[config.mk]
export PLATFORM = sky130hd
export DESIGN_NAME = dmac_req_arbiter
export DESIGN_NICKNAME = d
export VERILOG_FILES = /design/src/rtl/dmac_req_arbiter.sv
export SDC_FILE = /design/constraint.sdc
export NUM_CORES = 1
export LEC_CHECK = 0
export ABC_CLOCK_PERIOD_IN_PS = 3700
export CAP_MARGIN = 30
export CORE_AREA = 2 2 40 42
export CTS_CLUSTER_DIAMETER = 80
export DETAILED_ROUTE_END_ITERATION = 8
export DIE_AREA = 0 0 42 44
export GPL_TIMING_DRIVEN = 0
export PLACE_DENSITY = 0.85
export SYNTH_ARGS = -nofsm -noshare
export SYNTH_HDL_FRONTEND = slang
export SYNTH_SLANG_ARGS = --single-unit
[constraint.sdc]
create_clock -name clk -period 3.7 [get_ports clk]
set_clock_uncertainty 0.05 [all_clocks]
set_input_delay 0.74 -clock clk [delete_from_list [all_inputs] [get_ports clk]]
set_output_delay 0.74 -clock clk [all_outputs]
set_load 0.05 [all_outputs]
[src/rtl/dmac_req_arbiter.sv]
`default_nettype none
// ============================================================================
// Module      : dmac_req_arbiter
// Description : DMA request front end. Samples masked peripheral requests,
//               picks one channel round-robin, pulses its channel_en, waits
//               for the channel's completion irq, then closes a four-phase
//               req/ack handshake with the peripheral. Keeps sticky,
//               write-1-to-clear completion flags per channel.
// Revision    : 1.0 - initial release
// ============================================================================
module dmac_req_arbiter #(
    parameter int NUM_CH = 2,
    parameter int CH_W   = $clog2(NUM_CH)
) (
    input  logic              clk,
    input  logic              rst,          // asynchronous, active-low
    input  logic [NUM_CH-1:0] dma_req,
    input  logic [NUM_CH-1:0] ch_mask,
    input  logic [NUM_CH-1:0] ch_irq,
    input  logic [NUM_CH-1:0] irq_clr,
    output logic [NUM_CH-1:0] channel_en,
    output logic [NUM_CH-1:0] dma_ack,
    output logic [CH_W-1:0]   grant_id,
    output logic              busy,
    output logic [NUM_CH-1:0] irq_status,
    output logic              irq_out
);

    localparam logic [1:0] c_IDLE   = 2'd0;
    localparam logic [1:0] c_START  = 2'd1;
    localparam logic [1:0] c_ACTIVE = 2'd2;
    localparam logic [1:0] c_ACK    = 2'd3;

    localparam logic [NUM_CH-1:0] c_ONE      = {{(NUM_CH-1){1'b0}}, 1'b1};
    localparam logic [CH_W-1:0]   c_LAST_RST = CH_W'(NUM_CH - 1);

    logic [1:0]        state_q,      state_d;
    logic [CH_W-1:0]   grant_id_q,   grant_id_d;
    logic [CH_W-1:0]   last_grant_q, last_grant_d;
    logic [NUM_CH-1:0] channel_en_q, channel_en_d;
    logic [NUM_CH-1:0] dma_ack_q,    dma_ack_d;
    logic              busy_q,       busy_d;
    logic [NUM_CH-1:0] irq_status_q, irq_status_d;

    logic [NUM_CH-1:0] w_eligible;
    logic              w_found;
    logic [CH_W-1:0]   w_next_grant;
    logic [NUM_CH-1:0] w_grant_oh;
    logic [NUM_CH-1:0] w_set_vec;
    int                w_idx;

    // Round-robin search: first eligible channel upward from last_grant+1, wrapping.
    always_comb begin
        w_eligible   = dma_req & ch_mask;
        w_found      = 1'b0;
        w_next_grant = '0;
        w_idx        = 0;
        for (int i = 1; i <= NUM_CH; i++) begin
            w_idx = (int'(last_grant_q) + i) % NUM_CH;
            if (!w_found && w_eligible[w_idx[CH_W-1:0]]) begin
                w_found      = 1'b1;
                w_next_grant = w_idx[CH_W-1:0];
            end
        end
    end

    // Grant FSM plus next-state for all registered outputs.
    always_comb begin
        state_d      = state_q;
        grant_id_d   = grant_id_q;
        last_grant_d = last_grant_q;
        channel_en_d = '0;
        dma_ack_d    = dma_ack_q;
        busy_d       = busy_q;
        w_set_vec    = '0;
        w_grant_oh   = c_ONE << grant_id_q;
        case (state_q)
            c_IDLE: begin
                if (w_found) begin
                    grant_id_d   = w_next_grant;
                    channel_en_d = c_ONE << w_next_grant;
                    busy_d       = 1'b1;
                    state_d      = c_START;
                end
            end
            // An irq in START cannot be legitimate yet, so it is not looked at.
            c_START: begin
                state_d = c_ACTIVE;
            end
            // Mask or request changes do not abort a started transfer.
            c_ACTIVE: begin
                if (ch_irq[grant_id_q]) begin
                    w_set_vec = w_grant_oh;
                    dma_ack_d = w_grant_oh;
                    state_d   = c_ACK;
                end
            end
            c_ACK: begin
                if (!dma_req[grant_id_q]) begin
                    dma_ack_d    = '0;
                    last_grant_d = grant_id_q;
                    busy_d       = 1'b0;
                    state_d      = c_IDLE;
                end
            end
            default: begin
                dma_ack_d = '0;
                busy_d    = 1'b0;
                state_d   = c_IDLE;
            end
        endcase
        // Set has priority over a simultaneous clear.
        irq_status_d = (irq_status_q & ~irq_clr) | w_set_vec;
    end

    // State and output registers; reset abandons any transfer in flight.
    always_ff @(posedge clk or negedge rst) begin
        if (!rst) begin
            state_q      <= c_IDLE;
            grant_id_q   <= '0;
            last_grant_q <= c_LAST_RST;
            channel_en_q <= '0;
            dma_ack_q    <= '0;
            busy_q       <= 1'b0;
            irq_status_q <= '0;
        end else begin
            state_q      <= state_d;
            grant_id_q   <= grant_id_d;
            last_grant_q <= last_grant_d;
            channel_en_q <= channel_en_d;
            dma_ack_q    <= dma_ack_d;
            busy_q       <= busy_d;
            irq_status_q <= irq_status_d;
        end
    end

    assign channel_en = channel_en_q;
    assign dma_ack    = dma_ack_q;
    assign grant_id   = grant_id_q;
    assign busy       = busy_q;
    assign irq_status = irq_status_q;
    assign irq_out    = |irq_status_q;

endmodule
`default_nettype wire

Word-level counts from Yosys, hierarchy flattened
Index checks and enable logic that the tools add are counted.
{"block": "totals", "in_bits": 10, "output_inout_bits": 9, "romBits": 0, "regBits": 11, "latchBits": 0, "ram_bits": 0, "memories": 0}
{"block": "classes", "eq_ne": 6, "add_sub_neg": 2, "n_bitwise": 5, "muxes": 25, "n_mul": 0, "shifts": 2, "order_cmp": 3, "n_div": 0, "reduce_logical": 11}
{"cell": "2-bit 2-to-1 mux", "count": 8}
{"cell": "1-bit 2-to-1 mux", "count": 14}
{"cell": "3-bit AND reduction", "count": 3}
{"cell": "2-bit case mux with 4 select lines", "count": 1}
{"cell": "1-bit by 2-bit < comparator with 1-bit output (second input constant)", "count": 3}
{"cell": "2-bit != test (second input constant)", "count": 3}
{"cell": "2-bit AND", "count": 2}
{"cell": "2-bit == test (second input constant)", "count": 2}
{"cell": "2-bit case mux with 2 select lines", "count": 1}
{"cell": "2-bit AND reduction", "count": 2}
{"cell": "2-bit nonzero test", "count": 2}
{"cell": "1-bit by 1-bit << shifter with 2-bit output (first input constant)", "count": 2}
{"cell": "1-bit adder (second input constant)", "count": 2}
{"cell": "2-bit by 1-bit == test with 1-bit output (second input constant)", "count": 1}
{"cell": "2-bit logical NOT", "count": 1}
{"cell": "2-bit NOT", "count": 1}
{"cell": "2-bit OR", "count": 1}
{"cell": "1-bit case mux with 2 select lines", "count": 1}
{"cell": "2-bit OR reduction", "count": 1}
{"cell": "1-bit logical AND", "count": 1}
{"cell": "1-bit logical NOT", "count": 1}
{"cell": "1-bit NOT", "count": 1}

Logic depth before layout (Yosys ltp)
{"block": "logic_depth", "ltp_word": 10, "ltp_mapped": 5, "depth_no_buf": 5}

Least setup slack after synthesis
No wires, ideal clock.
{"block": "synth_timing", "path_kind": "register to output", "startpoint": "reg irq_status_q[1], in the netlist irq_status[1]", "endpoint": "out irq_out", "required_ns": 2.910, "setup_slack_ns": 1.844, "path_stages_with_launch": 3, "t_arrival_ns": 1.066, "path_cell_list": "dfrtp_1 > inv_1 > nand2_1"}
{"block": "synth_via", "elab_chain_len": 1}
{"element": "start: declaration", "line_no": "43", "rtl": "logic [NUM_CH-1:0] irq_status_q, irq_status_d;"}
{"element": "start signal: assignment", "line_no": "133", "rtl": "irq_status_q <= irq_status_d;"}
{"element": "2-bit OR reduction", "line_no": "142", "rtl": "assign irq_out = |irq_status_q;"}
{"element": "end: declaration", "line_no": "26", "rtl": "output logic irq_out"}
No other way between the ends.

Worst setup path after layout
{"block": "layout_timing", "startpoint": "reg grant_id_q, in the netlist grant_id", "endpoint": "out grant_id"}
{"element": "start: declaration", "line_no": "38", "rtl": "logic [CH_W-1:0] grant_id_q, grant_id_d;"}
{"element": "start signal: assignment", "line_no": "128", "rtl": "grant_id_q <= grant_id_d;"}
{"element": "end: declaration", "line_no": "23", "rtl": "output logic [CH_W-1:0] grant_id,"}
No word-level cell between the ends.

==> run metrics <==
run status=finished, final reports clean; Fillers=124; global-route wire length before repair=2159 µm; critical path capture point type=output pin; dpl cells=95; Mapped Area=618.1 µm²; Root Buffer=clkbuf_4; CP arrival=1.61 ns; RSZ-0062 raised after global routing=no; # H-tree levels=1; ANT cells=0; max incr delay on CP=0.85 ns; CTS buffer count=3; largest cells by area after synthesis=dfrtp_1, ha_1, o21ai_0; Critical Path Fanout Max=8; largest net degree at the start of global routing=12; global route overflow=0; Rel. slew slack=66.15%; die footprint=0.001848 mm²; PostCTS Resize Cnt=0; initial antenna violation count=0; Buf+Inv Stages, Crit Path=1; Async SR Flop Fraction=100.0%; worst setup margin=1.300 ns; Fmax=416.7 MHz; Core ar.=0.001419 mm²; worst min path class=register to register; Die Wd=42 µm; Routed Antenna Nets=0; Die Y=44 µm; drt total wl=1283 µm; Final min period=2.400 ns; cell taking the most area after synthesis=dfrtp_1; Starting Density=43.56%; Yosys cell types=25; Total GRT Usage=15.72%; Setup Viol. Count Final=0; Bufs on Longest Clock Path=2; initial DRC count=3; HPWL after detailed placement=971.8 µm; top cell type's share of synthesized area=40.49%; synthesis-stage register bit count=11; gpl congestion=0.8174; leakage=0.3722 nW; Power Density=865.7 mW/mm²; Max-Cap Viols=0; CP Launch Type=register; CP cell instances=clkdlybuf4s50_1; Final Power=731.1 µW; number of global-route vias before repair=512; Worst-path clk slew=0.07 ns; clock latency on the worst-skew pair=0.28 ns; Tcrit/Tclk final=64.85%; Setup WS pre-CTS=1.425 ns; YS warnings=0; Sink Count=11; vias per cell=5.414; Area growth, synth to finish=36.64%; Layout Nets=98; hold buffer count at cts=0; # DRC=0; final hold vios=0; row cnt=14; Wirelength per Cell=12.96 µm; Top Ports=19; WL met2=594 µm; Cells after Synth=61; maximum vdd drop=0.4210 mV; Setup Crit Path Kind=register to output pin; post-layout util=59.52%; delay-heaviest family, CP=buffers and inverters; setup bufs post-CTS=0; setup tns final=0 ns; via count=536; Cell Count, Final, Fillers Out=99; Critical-path top delay cell=clkdlybuf4s50_1; CTS tree=yes; DR top layer=met4; Mapped Nets=75; first-pass iteration count of the detailed router=4; DR WL met3=82 µm; CP Data Required Time=2.91 ns; ys flop type=dfrtp_1; Buffers on Ports=18; met1 WL=580 µm; Worst-Margin Slew=0.5062 ns; Final Max Slew Viols=0; Post-synth EDFFs=0; syn avg cell area=10.13 µm²; share of post-route cells with drive strength above 1=10.84%; sequential share of the synthesized area=44.74%
placed cells by master (no fill, tap or decap):
cell type	count
a21boi_0	1
a21o_2	1
a21oi_1	1
a22o_1	3
a22o_2	1
a22oi_1	1
a31oi_1	2
a32oi_1	2
and2_1	1
and2b_2	1
clkbuf_1	2
clkbuf_4	3
clkdlybuf4s50_1	18
dfrtp_1	10
dfstp_2	1
ha_1	4
inv_1	8
mux2_4	1
mux2i_1	1
nand2_1	3
nand2b_2	1
nand3_1	5
nor2b_1	2
o211ai_1	1
o21ai_0	6
o2bb2ai_1	2
o311a_1	1
final cells by class:
cell class	count	area, µm²	share of cell area, %
buffer	1	3.754	0.4444
clock buffer	4	26.28	3.111
inverter	8	30.03	3.556
multi-input combinational	41	307.8	36.44
sequential	11	276.5	32.74
tap	16	20.02	2.370
timing repair buffer	18	180.2	21.33
sequential cells by signal, summed over array words and instances (netlist names):
signal	flops
dma_ack	2
irq_status	2
last_grant_q	1
grant_id	1
busy	1
channel_en	2
state_q	2
Yosys cell counts, types with 2 or more instances:
cell type and count:
dfrtp_1 10, inv_1 8, o21ai_0 6, nand3_1 5, ha_1 4, a22o_1 3
nand2_1 3, a31oi_1 2, a32oi_1 2, nor2b_1 2, o2bb2ai_1 2
layer usage:
| layer | track usage (%) | vias to the layer above |
|---|---|---|
| met5 | 0 | - |
| met4 | 9.677 | 0 |
| met3 | 3.750 | 2 |
| met2 | 25.94 | 18 |
| met1 | 18.59 | 252 |
| li1 | - | 264 |
worst paths after layout:
check / startpoint / cells after the start / slack [ns] / endpoint
max in group asynchronous: rst / 1 / 2.49 / last_grant_q$_DFFE_PN1P_
setup reg to reg: state_q[0]$_DFFE_PN0P_ / 5 / 2.01 / state_q[1]$_DFFE_PN0P_
setup / recovery: grant_id$_DFFE_PN0P_ / 1 / 1.30 / grant_id
hold / removal: busy$_DFFE_PN0P_ / 1 / 0.47 / busy$_DFFE_PN0P_
hold reg to reg: busy$_DFFE_PN0P_ / 1 / 0.47 / busy$_DFFE_PN0P_
min in group asynchronous: rst / 1 / 0.75 / busy$_DFFE_PN0P_
kinds of logic (layout without fill, tap and decap cells):
family                   Yosys count  after routing  share of synthesized area, %
AO/OA/AOI/OAI                     22             22                         25.91
adder cells (fa/ha/maj)            4              4                         8.097
buffers and inverters              9             31                         5.465
flip-flops                        11             11                         44.74
multiplexers                       2              2                         4.048
AND/OR/NAND/NOR                   13             13                         11.74
through the flow:
stage | cell area (µm²) | hold slack [ns]
finish | 844.6 | 0.4676
global route | 844.6 | 0.4993
CTS | 844.6 | 0.4748
detailed placement | 818.3 | 0.4583
global placement | 818.3 | 0.4307
floorplan | 618.1 | 0.3944
power breakdown:
part / internal, mW / switching (mW)
logic: 0.174 / 0.259
clock network: 0.0418 / 0.0432
registers: 0.170 / 0.0430
total: 0.386 / 0.346
Note: power is estimated with default switching activity, not from simulation.
